### src/rtl/kmeans_iter_ctrl_if.sv
// Bus bundle for the k-means sequencer: host load stream, data SRAM port,
// point stream to the datapath and the centroid-update handshake.
interface kmeans_iter_ctrl_if #(
    parameter int ADDR_W = 12,
    parameter int DATA_W = 16
);
    logic              ld_valid;
    logic [DATA_W-1:0] ld_data;
    logic              ld_ready;

    logic [ADDR_W-1:0] mem_addr;
    logic [DATA_W-1:0] mem_din;
    logic              mem_web;
    logic [DATA_W-1:0] mem_rdata;

    logic              pt_valid;
    logic [DATA_W-1:0] pt_data;
    logic              pt_last;

    logic              upd_req;
    logic              upd_ack;
    logic              upd_conv;

    modport master (
        input  ld_valid, ld_data, mem_rdata, upd_ack, upd_conv,
        output ld_ready, mem_addr, mem_din, mem_web, pt_valid, pt_data, pt_last, upd_req
    );

    modport slave (
        output ld_valid, ld_data, mem_rdata, upd_ack, upd_conv,
        input  ld_ready, mem_addr, mem_din, mem_web, pt_valid, pt_data, pt_last, upd_req
    );
endinterface

### src/rtl/kmeans_iter_ctrl.sv
// k-means sequencer: loads points into the data SRAM, sweeps them to the datapath,
// handshakes centroid updates until convergence or MAX_ITER. Optional KMEANS_SKIP_LOAD_EN.
module kmeans_iter_ctrl #(
    parameter int ADDR_W   = 12,
    parameter int DATA_W   = 16,
    parameter int MEM_LAT  = 2,
    parameter int MAX_ITER = 64
) (
    input  logic                   clk,
    input  logic                   rst_n,
    input  logic                   start,
    input  logic [12:0]            n_points,
`ifdef KMEANS_SKIP_LOAD_EN
    input  logic                   reuse_data,
`endif
    kmeans_iter_ctrl_if.master     bus,
    output logic                   busy,
    output logic                   done,
    output logic [7:0]             iter_count,
    output logic                   timeout
);

    localparam int CW = ADDR_W + 1;
    localparam logic [CW-1:0] DEPTH = {1'b1, {ADDR_W{1'b0}}};

    typedef enum logic [2:0] {
        S_IDLE, S_LOAD, S_SWEEP, S_DRAIN, S_UPDATE, S_DONE
    } state_t;

    state_t              state_q, state_d;
    logic [CW-1:0]       cnt_q, cnt_d;
    logic [CW-1:0]       n_q, n_d;
    logic                ld_ready_q, ld_ready_d;
    logic [ADDR_W-1:0]   mem_addr_q, mem_addr_d;
    logic [DATA_W-1:0]   mem_din_q, mem_din_d;
    logic                mem_web_q, mem_web_d;
    logic [MEM_LAT:0]    vld_pipe_q, vld_pipe_d;
    logic [MEM_LAT:0]    last_pipe_q, last_pipe_d;
    logic                pt_valid_q, pt_valid_d;
    logic [DATA_W-1:0]   pt_data_q, pt_data_d;
    logic                pt_last_q, pt_last_d;
    logic                upd_req_q, upd_req_d;
    logic                busy_q, busy_d;
    logic                done_q, done_d;
    logic [7:0]          iter_q, iter_d;
    logic                timeout_q, timeout_d;

    logic [CW-1:0]       n_clamp;
    logic [CW-1:0]       cnt_inc;
    logic [7:0]          iter_nxt;
    logic                issue, issue_last;
    logic                reuse_ok;

`ifdef KMEANS_SKIP_LOAD_EN
    // Set once a full load has landed in the SRAM; a partial load invalidates it.
    logic have_q, have_d;
    assign reuse_ok = reuse_data & have_q;
`else
    assign reuse_ok = 1'b0;
`endif

    always_comb begin
        if ({19'd0, n_points} > 32'(DEPTH)) n_clamp = DEPTH;
        else                                n_clamp = CW'(n_points);
    end

    always_comb begin
        state_d     = state_q;
        cnt_d       = cnt_q;
        n_d         = n_q;
        ld_ready_d  = ld_ready_q;
        mem_addr_d  = mem_addr_q;
        mem_din_d   = mem_din_q;
        mem_web_d   = 1'b1;
        upd_req_d   = upd_req_q;
        done_d      = 1'b0;
        iter_d      = iter_q;
        timeout_d   = timeout_q;
        issue       = 1'b0;
        issue_last  = 1'b0;
        cnt_inc     = cnt_q + CW'(1);
        iter_nxt    = iter_q + 8'd1;
`ifdef KMEANS_SKIP_LOAD_EN
        have_d      = have_q;
`endif

        case (state_q)
            S_IDLE: begin
                if (start) begin
                    iter_d    = 8'd0;
                    timeout_d = 1'b0;
                    cnt_d     = '0;
                    if (reuse_ok) begin
                        state_d = S_SWEEP;
                    end else if (n_clamp == '0) begin
                        state_d = S_DONE;
                        done_d  = 1'b1;
                    end else begin
                        state_d    = S_LOAD;
                        n_d        = n_clamp;
                        ld_ready_d = 1'b1;
`ifdef KMEANS_SKIP_LOAD_EN
                        have_d     = 1'b0;
`endif
                    end
                end
            end
            S_LOAD: begin
                if (bus.ld_valid && ld_ready_q) begin
                    mem_addr_d = cnt_q[ADDR_W-1:0];
                    mem_din_d  = bus.ld_data;
                    mem_web_d  = 1'b0;
                    cnt_d      = cnt_inc;
                    if (cnt_inc == n_q) begin
                        cnt_d      = '0;
                        ld_ready_d = 1'b0;
                        state_d    = S_SWEEP;
`ifdef KMEANS_SKIP_LOAD_EN
                        have_d     = 1'b1;
`endif
                    end
                end
            end
            S_SWEEP: begin
                // The final write of LOAD may still be on the bus this cycle; reads follow it.
                mem_addr_d = cnt_q[ADDR_W-1:0];
                issue      = 1'b1;
                cnt_d      = cnt_inc;
                if (cnt_inc == n_q) begin
                    issue_last = 1'b1;
                    cnt_d      = '0;
                    state_d    = S_DRAIN;
                end
            end
            S_DRAIN: begin
                if (pt_last_q) begin
                    state_d   = S_UPDATE;
                    upd_req_d = 1'b1;
                end
            end
            S_UPDATE: begin
                if (bus.upd_ack) begin
                    upd_req_d = 1'b0;
                    iter_d    = iter_nxt;
                    if (bus.upd_conv) begin
                        state_d = S_DONE;
                        done_d  = 1'b1;
                    end else if (iter_nxt == 8'(MAX_ITER)) begin
                        state_d   = S_DONE;
                        done_d    = 1'b1;
                        timeout_d = 1'b1;
                    end else begin
                        state_d = S_SWEEP;
                    end
                end
            end
            S_DONE:  state_d = S_IDLE;
            default: state_d = S_IDLE;
        endcase

        // Stage k of the pipe is the read issued k cycles ago; the top stage meets mem_rdata.
        vld_pipe_d  = {vld_pipe_q[MEM_LAT-1:0], issue};
        last_pipe_d = {last_pipe_q[MEM_LAT-1:0], issue_last};
        pt_valid_d  = vld_pipe_q[MEM_LAT];
        pt_last_d   = last_pipe_q[MEM_LAT];
        pt_data_d   = vld_pipe_q[MEM_LAT] ? bus.mem_rdata : pt_data_q;
        busy_d      = (state_d != S_IDLE);
    end

    always_ff @(posedge clk or negedge rst_n) begin
        if (!rst_n) begin
            state_q     <= S_IDLE;
            cnt_q       <= '0;
            n_q         <= '0;
            ld_ready_q  <= 1'b0;
            mem_addr_q  <= '0;
            mem_din_q   <= '0;
            mem_web_q   <= 1'b1;
            vld_pipe_q  <= '0;
            last_pipe_q <= '0;
            pt_valid_q  <= 1'b0;
            pt_data_q   <= '0;
            pt_last_q   <= 1'b0;
            upd_req_q   <= 1'b0;
            busy_q      <= 1'b0;
            done_q      <= 1'b0;
            iter_q      <= 8'd0;
            timeout_q   <= 1'b0;
`ifdef KMEANS_SKIP_LOAD_EN
            have_q      <= 1'b0;
`endif
        end else begin
            state_q     <= state_d;
            cnt_q       <= cnt_d;
            n_q         <= n_d;
            ld_ready_q  <= ld_ready_d;
            mem_addr_q  <= mem_addr_d;
            mem_din_q   <= mem_din_d;
            mem_web_q   <= mem_web_d;
            vld_pipe_q  <= vld_pipe_d;
            last_pipe_q <= last_pipe_d;
            pt_valid_q  <= pt_valid_d;
            pt_data_q   <= pt_data_d;
            pt_last_q   <= pt_last_d;
            upd_req_q   <= upd_req_d;
            busy_q      <= busy_d;
            done_q      <= done_d;
            iter_q      <= iter_d;
            timeout_q   <= timeout_d;
`ifdef KMEANS_SKIP_LOAD_EN
            have_q      <= have_d;
`endif
        end
    end

    assign bus.ld_ready = ld_ready_q;
    assign bus.mem_addr = mem_addr_q;
    assign bus.mem_din  = mem_din_q;
    assign bus.mem_web  = mem_web_q;
    assign bus.pt_valid = pt_valid_q;
    assign bus.pt_data  = pt_data_q;
    assign bus.pt_last  = pt_last_q;
    assign bus.upd_req  = upd_req_q;
    assign busy         = busy_q;
    assign done         = done_q;
    assign iter_count   = iter_q;
    assign timeout      = timeout_q;

endmodule

### src/flat_wrapper.sv
// flat-port wrapper written by rule: the top's interface ports become plain ports
module kmeans_iter_ctrl_flat 
#(
    parameter int ADDR_W   = 12,
    parameter int DATA_W   = 16,
    parameter int MEM_LAT  = 2,
    parameter int MAX_ITER = 64
)
  (clk, rst_n, start, n_points, busy, done, iter_count, timeout, bus_ld_valid, bus_ld_data, bus_mem_rdata, bus_upd_ack, bus_upd_conv, bus_ld_ready, bus_mem_addr, bus_mem_din, bus_mem_web, bus_pt_valid, bus_pt_data, bus_pt_last, bus_upd_req);
  kmeans_iter_ctrl_if #(.ADDR_W(ADDR_W), .DATA_W(DATA_W)) bus_i ();
  input  logic clk;
  input  logic rst_n;
  input  logic start;
  input  logic [12:0] n_points;
  output logic busy;
  output logic done;
  output logic [7:0] iter_count;
  output logic timeout;
  input wire logic [$bits(bus_i.ld_valid)-1:0] bus_ld_valid;
  input wire logic [$bits(bus_i.ld_data)-1:0] bus_ld_data;
  input wire logic [$bits(bus_i.mem_rdata)-1:0] bus_mem_rdata;
  input wire logic [$bits(bus_i.upd_ack)-1:0] bus_upd_ack;
  input wire logic [$bits(bus_i.upd_conv)-1:0] bus_upd_conv;
  output wire logic [$bits(bus_i.ld_ready)-1:0] bus_ld_ready;
  output wire logic [$bits(bus_i.mem_addr)-1:0] bus_mem_addr;
  output wire logic [$bits(bus_i.mem_din)-1:0] bus_mem_din;
  output wire logic [$bits(bus_i.mem_web)-1:0] bus_mem_web;
  output wire logic [$bits(bus_i.pt_valid)-1:0] bus_pt_valid;
  output wire logic [$bits(bus_i.pt_data)-1:0] bus_pt_data;
  output wire logic [$bits(bus_i.pt_last)-1:0] bus_pt_last;
  output wire logic [$bits(bus_i.upd_req)-1:0] bus_upd_req;
  assign bus_i.ld_valid = bus_ld_valid;
  assign bus_i.ld_data = bus_ld_data;
  assign bus_i.mem_rdata = bus_mem_rdata;
  assign bus_i.upd_ack = bus_upd_ack;
  assign bus_i.upd_conv = bus_upd_conv;
  assign bus_ld_ready = bus_i.ld_ready;
  assign bus_mem_addr = bus_i.mem_addr;
  assign bus_mem_din = bus_i.mem_din;
  assign bus_mem_web = bus_i.mem_web;
  assign bus_pt_valid = bus_i.pt_valid;
  assign bus_pt_data = bus_i.pt_data;
  assign bus_pt_last = bus_i.pt_last;
  assign bus_upd_req = bus_i.upd_req;
  kmeans_iter_ctrl #(.ADDR_W(ADDR_W), .DATA_W(DATA_W), .MEM_LAT(MEM_LAT), .MAX_ITER(MAX_ITER)) u_core (.clk(clk), .rst_n(rst_n), .start(start), .n_points(n_points), .bus(bus_i), .busy(busy), .done(done), .iter_count(iter_count), .timeout(timeout));
endmodule
### config.mk
export PLATFORM = sky130hd
export DESIGN_NAME = kmeans_iter_ctrl_flat
export DESIGN_NICKNAME = d
export VERILOG_FILES = /design/src/rtl/kmeans_iter_ctrl_if.sv /design/src/rtl/kmeans_iter_ctrl.sv /design/src/flat_wrapper.sv
export SDC_FILE = /design/constraint.sdc
export NUM_CORES = 1
export LEC_CHECK = 0
export ABC_AREA = 1
export ABC_CLOCK_PERIOD_IN_PS = 1900
export BUFFER_PORTS_ARGS = -buffer_cell sky130_fd_sc_hd__buf_2
export CAP_MARGIN = 5
export CORE_ASPECT_RATIO = 2
export CORE_MARGIN = 8
export CORE_UTILIZATION = 45
export CTS_CLUSTER_SIZE = 12
export DETAILED_ROUTE_END_ITERATION = 6
export GPL_ROUTABILITY_DRIVEN = 1
export PLACE_DENSITY = 0.81
export SLEW_MARGIN = 25
export SYNTH_ARGS = -nofsm -noshare
export SYNTH_HDL_FRONTEND = slang
export SYNTH_SLANG_ARGS = --single-unit
### constraint.sdc
create_clock -name clk -period 1.9 [get_ports clk]
set_input_delay 0.285 -clock clk [delete_from_list [all_inputs] [get_ports clk]]
set_output_delay 0.285 -clock clk [all_outputs]
set_load 0.02 [all_outputs]
==> results.md, run 1 <==
* Net count after synthesis at 563
* Synth area leaders: dfrtp_1 53%, nand2_1 14%, inv_1 4.9%
* Hold/Removal Path Class: input port to flip-flop
* # rows at 51
* Seq pwr share at 35.5%
* Max Fclk at 0.492 GHz
* P per Cell Area at 1520 nW/µm²
* Starting density of the core at 45.7%
* Top delay family on crit path: simple AND/OR/NAND/NOR gates
* Clock skew at 0.00757 ns
* ANT nets after route at 0
* CP max-delay cell: dfrtp_1
* TritonCTS Buffers at 9
* H-tree depth at 3
* Post-Syn Area at 4400 µm²
* Asr flop ratio synth at 100%
* Max Cap Viol at 0
* Int Pwr at 5.12 mW
* Sw power at 3.81 mW
* Startpoint Class: flip-flop
* # IOs at 111
* N_diodes at 0
* GRT Overall Usage at 18.2%
* Final hold vios at 0
* Most frequent cells in the layout: 150 x nand2_1, 109 x buf_2, 93 x dfrtp_1, 55 x inv_1, 35 x nand3_1
* First-pass GRT wire length at 19.3 mm
* Clock Latency Late Sink at 0.34 ns
* TritonCTS clock tree: built
* Vias in the first global route at 4,193
* CP max FO at 7
* Number of port buffers at 110
* Final period util at 107%
* Top FF cell, synth: dfrtp_1
* Die height at 156 µm
* Worst slew pin tran at 0.628 ns
* Mapped Avg Cell Area at 8.63 µm²
* Largest net degree at the start of global routing at 61
* Initial antenna violation count at 0
* Total core area at 9640 µm²
* Post-synth cell types at 34
* Max stage delay on crit path at 0.41 ns
* Worst VDD drop at 0.914 mV
* Worst r2r src: u_core.cnt_q[0]
* Layout fillers at 813
* Worst setup startpoint: u_core.cnt_q[0]
* DRC Markers at 0
* RSZ-0062 raised after global routing: true
* Critical Path End Type: flip-flop
* Status: finished with violations
* EDFF count, synth at 0
* Slew Viols, Final at 0
* YS warnings at 0
* Comb power frac at 45.1%
* Iteration-0 DRC Markers at 274
* RePlAce Congestion at 0.907
* Layout area overhead at 33.6%
* Post-Syn Instances at 510
* Arr. time, crit path at 2.24 ns
* Yosys top cell by area: dfrtp_1
* Leading cell type in the layout, fill and taps excluded: nand2_1
* Root Buffer: clkbuf_16
* DR vias at 3,975
* Die Wd at 85.9 µm
* Drt pass-1 iters at 5
* Hold wc startpoint: bus_ld_data[15]
* Sw Share at 42.7%
* WL per Instance at 15.0 µm
* Final wirelength at 11.9 mm
* Share of cells above drive strength 1 at 36.0%
* Multi-input logic area at 1940 µm²
* Clk slew on worst S/H paths at 0.07 ns
* Reg area at 2380 µm²
* Hold_ws at 0.137 ns
* Worst Path Required at 2.11 ns
* Critical path class: flip-flop to flip-flop
* # setup viols final at 16
* Failing checks: setup timing
* Sequential-to-total area share from yosys stat at 54.0%
* Die ar. at 13,400 µm²
* Relative slew slack at 58.1%
* Setup TNS at -1.69 ns
* Post-route cell area at 5880 µm²
* Post-synthesis register bit count at 95
* DP HPWL at 9.34 mm
* Yosys top cell area share at 53.4%
* CP Buf/Inv Count at 0
* Placement Cell Area at 5330 µm²
* Setup WS pre-CTS at -0.209 ns
* Clock power frac at 19.3%
* GRT overflow at 0
* Final worst slack at -0.131 ns
* Avg Vias per Cell at 4.99
* CTS Buffer Depth at 2
* Leak at 3.09 nW
* CTS Sinks at 95
* Nets at 712
* Period minus WS final at 2.03 ns
* Cell chain of the critical path: ha_4, nand2_4, nor2_4, nand3_4, xor2_4, nand2_2, nand2_2, nor2_4, nand3_4, nand2_4, o22ai_1
[per-stage QoR]
| step | power, mW | util [%] | std cells |
|---|---|---|---|
| detailed placement | 6.80 | 55.3 | 772 |
| finish | 8.93 | 61.0 | 796 |
| global placement | 6.63 | 55.3 | 772 |
| global route | 9.53 | 61.0 | 796 |
| floorplan | 5.51 | - | 510 |
| CTS | 8.84 | 60.0 | 793 |
[timing repair]
action                                 4_1_cts  5_1_grt
resized for setup                           27       21
setup buffers                                3        3
endpoints found under the hold margin       10        0
hold buffers                                 1        0
setup endpoints to repair                   17       38
gates cloned                                 1        0
pin swaps                                   16       18
[state kept, by name, indices dropped and copies added, names as in the netlist]
signal	count
u_core.state_q	3
u_core.busy	1
u_core.bus.mem_web	1
u_core.bus.ld_ready	1
u_core.bus.pt_valid	1
u_core.last_pipe_q	3
u_core.iter_count	8
u_core.done	1
u_core.bus.pt_data	16
u_core.bus.upd_req	1
u_core.bus.mem_din	16
u_core.bus.mem_addr	12
u_core.n_q	13
u_core.bus.pt_last	1
u_core.vld_pipe_q	3
u_core.timeout	1
u_core.cnt_q	13
[power by group through the flow]
stage,Clock [mW],Sequential (mW),Combinational (mW)
floorplan,0,3.63,1.88
global placement,0,3.13,3.49
detailed placement,0,3.17,3.63
CTS,1.76,3.16,3.92
global route,1.83,3.26,4.45
finish,1.73,3.17,4.03
[worst paths after layout]
check                                         end  slack (ns)  depth (start not counted)
setup / recovery                  u_core.cnt_q[9]       -0.13                         11
hold reg to reg             u_core.last_pipe_q[2]        0.35                          0
max in group asynchronous      u_core.bus.mem_web        0.97                          3
min in group asynchronous         u_core.cnt_q[6]        0.33                          2
setup reg to reg                  u_core.cnt_q[9]       -0.13                         11
hold / removal             u_core.bus.mem_din[15]        0.14                          3
[tightest hold or removal path: cells and delay by family]
family,cells,cell delay (ns)
buf+inv,1,0.07
simple gates,2,0.09
[synthesized netlist by cell type, types with 6 or more instances]
cell type  instances
inv_2              7
nor2_1            28
nand3_1           42
mux2_2            16
clkbuf_1           6
nand2_1          163
o21ai_0           24
nand4_1            6
o22ai_1           15
dfrtp_1           94
o21ai_1            8
inv_1             58
[routing by layer]
layer | global-route usage [%] | share of wire [%] | vias to the layer above
met4 | 12.8 | 4.9 | 0
met1 | 17.1 | 34 | 1868
li1 | - | - | 1942
met5 | 0 | 0 | -
met3 | 4.64 | 4.8 | 40
met2 | 32.8 | 56 | 125
[layout make-up]
| cell class | instances | share of cell area [%] |
|---|---|---|
| flip-flops and latches | 95 | 40.5 |
| multi-input cells | 342 | 33.1 |
| repair buffers | 146 | 14.5 |
| inverters | 65 | 4.26 |
| clock buffers | 9 | 3.83 |
| well taps | 132 | 2.81 |
| clock inverters | 7 | 1.04 |
[logic make-up after synthesis]
| family | synth area share, % |
|---|---|
| compound gates | 6.79 |
| xor+xnor | 1.42 |
| fa+ha+maj | 0.568 |
| buf+inv | 6.37 |
| flops | 54.0 |
| mux | 4.09 |
| simple gates | 26.7 |
(Power assumes the default switching activity.)
==> run 2: changes to the inputs <==
- CAP_MARGIN: 5 -> unset
- SETUP_SLACK_MARGIN: unset -> 0.05
==> run 2 against run 1 <==
Effect of this change: the run still ends with setup timing left; sequential share of layout area down 0.052 points; clock-buffer cell count unchanged; critical endpoint unchanged; non-clock buffer count up 1; critical path type unchanged.
==> results.md, run 2 (synthesis gave the netlist of run 1 again) <==
* # IOs at 111 (unchanged)
* Failing checks: setup timing
* Starting density of the core at 45.7% (unchanged)
* Total core area at 9640 µm² (unchanged)
* # setup viols final at 16 (unchanged)
* Layout area overhead at 33.7%
* Cells after DPL at 772 (unchanged)
* Drt pass-1 iters at 5 (unchanged)
* Worst setup startpoint: u_core.cnt_q[0]
* Slew Viols, Final at 0 (unchanged)
* Worst slew pin tran at 0.626 ns (-0.00226 ns)
* Final period util at 107% (-0.14 points)
* First-pass GRT wire length at 19.3 mm (unchanged)
* Fin cells at 797 (+0.13%)
* Max Cap Viol at 0 (unchanged)
* DRC Markers at 0 (unchanged)
* Max Fclk at 0.493 GHz (+0.13%)
* Critical Path End Type: flip-flop
* Worst R2R End: u_core.cnt_q[9]
* Hold_ws at 0.137 ns (-0.000438 ns)
* WL per Instance at 15.0 µm (-0.19%)
* N_diodes at 0 (unchanged)
* Placement Cell Area at 5330 µm² (unchanged)
* Avg Vias per Cell at 5.01 (+0.35%)
* Leak at 3.09 nW (+0.18%)
* Worst Setup EP: u_core.cnt_q[9]
* RePlAce Congestion at 0.907 (unchanged)
* Most frequent cells in the layout: 150 x nand2_1, 109 x buf_2, 93 x dfrtp_1, 55 x inv_1, 35 x nand3_1
* CTS Buffer Depth at 2 (unchanged)
* RSZ-0062 raised after global routing: true
* CP max FO at 7 (unchanged)
* Startpoint Class: flip-flop
* Arr. time, crit path at 2.24 ns (about the same)
* Worst r2r src: u_core.cnt_q[0]
* Die height at 156 µm (unchanged)
* GRT Overall Usage at 18.2% (unchanged)
* Leading cell type in the layout, fill and taps excluded: nand2_1
* Relative slew slack at 58.3% (+0.15 points)
* Hold/Removal Path Class: input port to flip-flop
* Final worst slack at -0.128 ns (+0.00274 ns)
* Share of cells above drive strength 1 at 36.1% (+0.096 points)
* Register-to-Register Path Depth at 11 (unchanged)
* Clock skew at 0.00838 ns (+0.000815 ns)
* # rows at 51 (unchanged)
* Final wirelength at 11.9 mm (about the same)
* Vias in the first global route at 4,193 (unchanged)
* Die Wd at 85.9 µm (unchanged)
* Root Buffer: clkbuf_16
* DR vias at 3,994 (+0.48%)
* Layout fillers at 812 (-0.12%)
* P per Cell Area at 1520 nW/µm² (about the same)
* Period minus WS final at 2.03 ns (-0.00274 ns)
* Critical path class: flip-flop to flip-flop
* Clk slew on worst S/H paths at 0.07 ns (about the same)
* Clock Latency Late Sink at 0.34 ns (about the same)
* TritonCTS Buffers at 9 (unchanged)
* Post-route cell area at 5890 µm² (+0.13%)
* Reg area at 2380 µm² (unchanged)
* Number of port buffers at 110 (unchanged)
* CTS Sinks at 95 (unchanged)
* Status: finished with violations
* Worst VDD drop at 0.913 mV (about the same)
* Nets at 713 (+0.14%)
* H-tree depth at 3 (unchanged)
* GRT overflow at 0 (unchanged)
* ANT nets after route at 0 (unchanged)
* Die ar. at 13,400 µm² (unchanged)
* Iteration-0 DRC Markers at 213 (-22%)
* Final hold vios at 0 (unchanged)
* TritonCTS clock tree: built
* DP HPWL at 9.34 mm (unchanged)
* Initial antenna violation count at 0 (unchanged)
* Finished Core Util at 61.1% (+0.078 points)
* Largest net degree at the start of global routing at 61 (unchanged)
* Worst Path Required at 2.11 ns (about the same)
* Multi-input logic area at 1940 µm² (unchanged)
* Worst reg-to-reg setup slack at -0.13 ns (about the same)
[run 2: cell count changes in the layout (fill, tap and decap cells not counted)]
cell   before  now
buf_4      33   34
[run 2: timing repair]
action,4_1_cts,5_1_grt
buffers inserted,3,4
gates resized for setup,28,20
endpoints found under the hold margin,10,0
cloned,1,0
hold buffers,1,0
endpoints found under the setup margin,18,32
pin swaps,16,19
[run 2: critical path, stage by stage (launching register included)]
cell     delay [ns]
dfrtp_1        0.41
ha_4           0.18
nand2_4        0.06
nor2_4         0.20
nand3_4        0.14
xor2_4         0.19
nand2_2        0.10
nand2_2        0.07
nor2_4         0.15
nand3_4        0.18
nand2_4        0.14
o22ai_1        0.08
[run 2: layout make-up]
type                       count  area share, %
clock buffer                   9           3.82
clock inverter                 7           1.04
multi-input combinational    342           33.0
tap                          132           2.80
sequential                    95           40.4
timing repair buffer         147           14.6
inverter                      65           4.25
[run 2: per-stage QoR]
step	setup TNS, ns	setup slack, ns	power, mW
global placement	-1.77	-0.147	6.63
floorplan	0	0.0953	5.51
finish	-1.68	-0.128	8.94
global route	-3.57	-0.247	9.54
detailed placement	-2.67	-0.209	6.80
CTS	-1.19	-0.114	8.84
[run 2: worst min-delay path by stage]
| stage | startpoint | endpoint | slack (ns) | depth (start not counted) |
|---|---|---|---|---|
| after floorplan | rst_n | u_core.bus.ld_ready | -0.01 | 0 |
| after global placement | rst_n | u_core.bus.mem_addr[0] | 0.13 | 1 |
| after detailed placement | rst_n | u_core.bus.mem_addr[0] | 0.14 | 1 |
| after CTS | bus_ld_data[15] | u_core.bus.mem_din[15] | 0.13 | 3 |
| after global routing | bus_ld_data[8] | u_core.bus.mem_din[8] | 0.15 | 3 |
| final | bus_ld_data[15] | u_core.bus.mem_din[15] | 0.14 | 3 |
[run 2: layer usage]
| layer | vias to the layer above | global-route usage, % | part of all wire [%] |
|---|---|---|---|
| met5 | - | 0 | 0 |
| met4 | 0 | 12.8 | 4.9 |
| met3 | 41 | 4.64 | 5.1 |
| met2 | 128 | 32.8 | 56 |
| met1 | 1883 | 17.1 | 34 |
| li1 | 1942 | - | - |
[run 2: power breakdown]
| part | internal (mW) | switching, mW | leakage [nW] |
|---|---|---|---|
| registers | 2.70 | 0.469 | 1.24 |
| clock network | 0.915 | 0.815 | 0.140 |
| logic | 1.50 | 2.53 | 1.71 |
| total | 5.12 | 3.82 | 3.09 |
==> run 3: changes to the inputs <==
- RECOVER_POWER: unset -> 25
==> run 3 against run 2 <==
Effect of this change: the flow still finishes with violations (setup timing); routed wire length is essentially flat; die area is the same; sequential power is essentially flat; register-to-register slack is essentially flat; worst setup slack lost 0.0046 ns; non-clock buffer count is the same; critical path depth is the same; final cell count is the same; critical path type unchanged; critical endpoint unchanged.
==> results.md, run 3 (synthesis gave the netlist of run 1 again) <==
* Register-to-Register Path Depth at 11 (unchanged)
* Die height at 156 µm (unchanged)
* Hold EP: u_core.bus.mem_din[15]
* Critical path class: flip-flop to flip-flop
* # rows at 51 (unchanged)
* CTS Buffer Depth at 2 (unchanged)
* Startpoint Class: flip-flop
* Clk slew on worst S/H paths at 0.07 ns (about the same)
* CP max FO at 7 (unchanged)
* CP Buf/Inv Count at 0 (unchanged)
* # IOs at 111 (unchanged)
* Die ar. at 13,400 µm² (unchanged)
* Die Wd at 85.9 µm (unchanged)
* Leading cell type in the layout, fill and taps excluded: nand2_1
* Final hold vios at 0 (unchanged)
* Number of port buffers at 110 (unchanged)
* P per Cell Area at 1520 nW/µm² (+0.20%)
* Worst R2R End: u_core.cnt_q[9]
* ANT nets after route at 0 (unchanged)
* Status: finished with violations
* Total core area at 9640 µm² (unchanged)
* Final period util at 107% (+0.24 points)
* Root Buffer: clkbuf_16
* First-pass GRT wire length at 19.3 mm (unchanged)
* Avg Vias per Cell at 5.00 (-0.18%)
* Cell chain of the critical path: ha_4, nand2_4, nor2_4, nand3_4, xor2_4, nand2_2, nand2_2, nor2_4, nand3_4, nand2_4, o22ai_1
* DRC Markers at 0 (unchanged)
* Max stage delay on crit path at 0.41 ns (about the same)
* Most frequent cells in the layout: 150 x nand2_1, 109 x buf_2, 93 x dfrtp_1, 55 x inv_1, 35 x nand3_1
* Vias in the first global route at 4,193 (unchanged)
* Clock skew at 0.00664 ns (-0.00174 ns)
* Hold_ws at 0.137 ns (+0.000660 ns)
* Period minus WS final at 2.03 ns (+0.00458 ns)
* Final worst slack at -0.133 ns (-0.00458 ns)
* RePlAce Congestion at 0.907 (unchanged)
* RSZ-0062 raised after global routing: true
* Nets at 713 (unchanged)
* GRT Overall Usage at 18.2% (unchanged)
* Clock Latency Late Sink at 0.34 ns (about the same)
* Hold Path Stages at 3 (unchanged)
* Layout area overhead at 33.4%
* N_diodes at 0 (unchanged)
* Worst VDD drop at 0.913 mV (about the same)
* Leak at 3.08 nW (-0.27%)
* Relative slew slack at 51.4% (-6.8 points)
* Critical Path End Type: flip-flop
* Placement Cell Area at 5330 µm² (unchanged)
* WL per Instance at 15.0 µm (about the same)
* CTS Sinks at 95 (unchanged)
* Arr. time, crit path at 2.24 ns (about the same)
* Post-route cell area at 5870 µm² (-0.28%)
* Hold wc startpoint: bus_ld_data[15]
* Total power draw at 8.93 mW (about the same)
* Final wirelength at 11.9 mm (about the same)
* TritonCTS Buffers at 9 (unchanged)
* Worst slew pin tran at 0.729 ns (+0.103 ns)
* DR vias at 3,987 (-0.18%)
* Largest net degree at the start of global routing at 61 (unchanged)
* Max Fclk at 0.492 GHz (-0.23%)
* Worst Path Required at 2.11 ns (about the same)
* Initial antenna violation count at 0 (unchanged)
* DP HPWL at 9.34 mm (unchanged)
* GRT overflow at 0 (unchanged)
* Share of cells above drive strength 1 at 35.9% (-0.15 points)
* Drt pass-1 iters at 5 (unchanged)
* CP max-delay cell: dfrtp_1
* Top delay family on crit path: simple AND/OR/NAND/NOR gates
* Failing checks: setup timing
* Iteration-0 DRC Markers at 240 (+13%)
* Starting density of the core at 45.7% (unchanged)
* Slew Viols, Final at 0 (unchanged)
* # setup viols final at 16 (unchanged)
* Max Cap Viol at 0 (unchanged)
* Hold/Removal Path Class: input port to flip-flop
* Worst r2r src: u_core.cnt_q[0]
* Worst reg-to-reg setup slack at -0.13 ns (about the same)
* H-tree depth at 3 (unchanged)
* TritonCTS clock tree: built
run 3: cell types whose count changed in the layout (fill, tap and decap cells not counted):
| cell | previous run | this run |
|---|---|---|
| buf_12 | 2 | 1 |
| clkbuf_1 | 0 | 1 |
run 3: metal layers:
metal	wire, µm	GRT usage, %	vias to the layer above	part of all wire [%]
li1	-	-	1943	-
met1	4070	17.1	1880	34
met2	6690	32.8	124	56
met3	599	4.64	40	5.0
met4	563	12.8	0	4.7
met5	0	0	-	0
run 3: worst max-delay path by stage:
stage	from	to	slack, ns	cells past startpoint
5_1_grt	u_core.cnt_q[0]	u_core.bus.ld_ready	-0.25	14
6_report	u_core.cnt_q[0]	u_core.cnt_q[9]	-0.13	11
3_5_place_dp	u_core.cnt_q[1]	u_core.busy	-0.21	12
4_1_cts	u_core.cnt_q[1]	u_core.cnt_q[5]	-0.11	12
2_1_floorplan	u_core.iter_count[0]	u_core.busy	0.1	14
3_3_place_gp	u_core.cnt_q[1]	u_core.busy	-0.15	12
run 3: tightest hold or removal path, cell delays in order:
cell and delay, ns:
buf_2 0.07, nand2_1 0.04, nand2_1 0.05
run 3: what timing repair did:
| item | 4_1_cts | 5_1_grt |
|---|---|---|
| gates resized for setup | 28 | 20 |
| gates cloned | 1 | 0 |
| hold endpoints to repair | 10 | 0 |
| setup buffers | 3 | 4 |
| hold buffers | 1 | 0 |
| endpoints found under the setup margin | 18 | 32 |
| pin swaps | 16 | 19 |
run 3: final cells by class:
class,count,area (µm²)
Timing Repair Buffer,147,846
Sequential cell,95,2380
Clock buffer,9,225
Clock inverter,7,61.3
Inverter,65,250
Tap cell,132,165
Multi-Input combinational cell,342,1940
Fill cell,813,3760
run 3: metrics by stage:
step,utilization (%),setup slack (ns),TNS [ns],std cells
4_1_cts,60.1,-0.114,-1.19,793
5_1_grt,60.9,-0.247,-6.75,797
2_1_floorplan,-,0.0953,0,510
3_5_place_dp,55.3,-0.209,-2.67,772
3_3_place_gp,55.3,-0.147,-1.77,772
6_report,60.9,-0.133,-1.72,797
run 3: report_power, final:
part           leakage (nW)  switching (mW)  internal (mW)  total, mW
Combinational          1.70            2.53           1.50       4.03
Clock                 0.140           0.812          0.915       1.73
Sequential             1.24           0.470           2.70       3.18
Total                  3.08            3.81           5.12       8.93
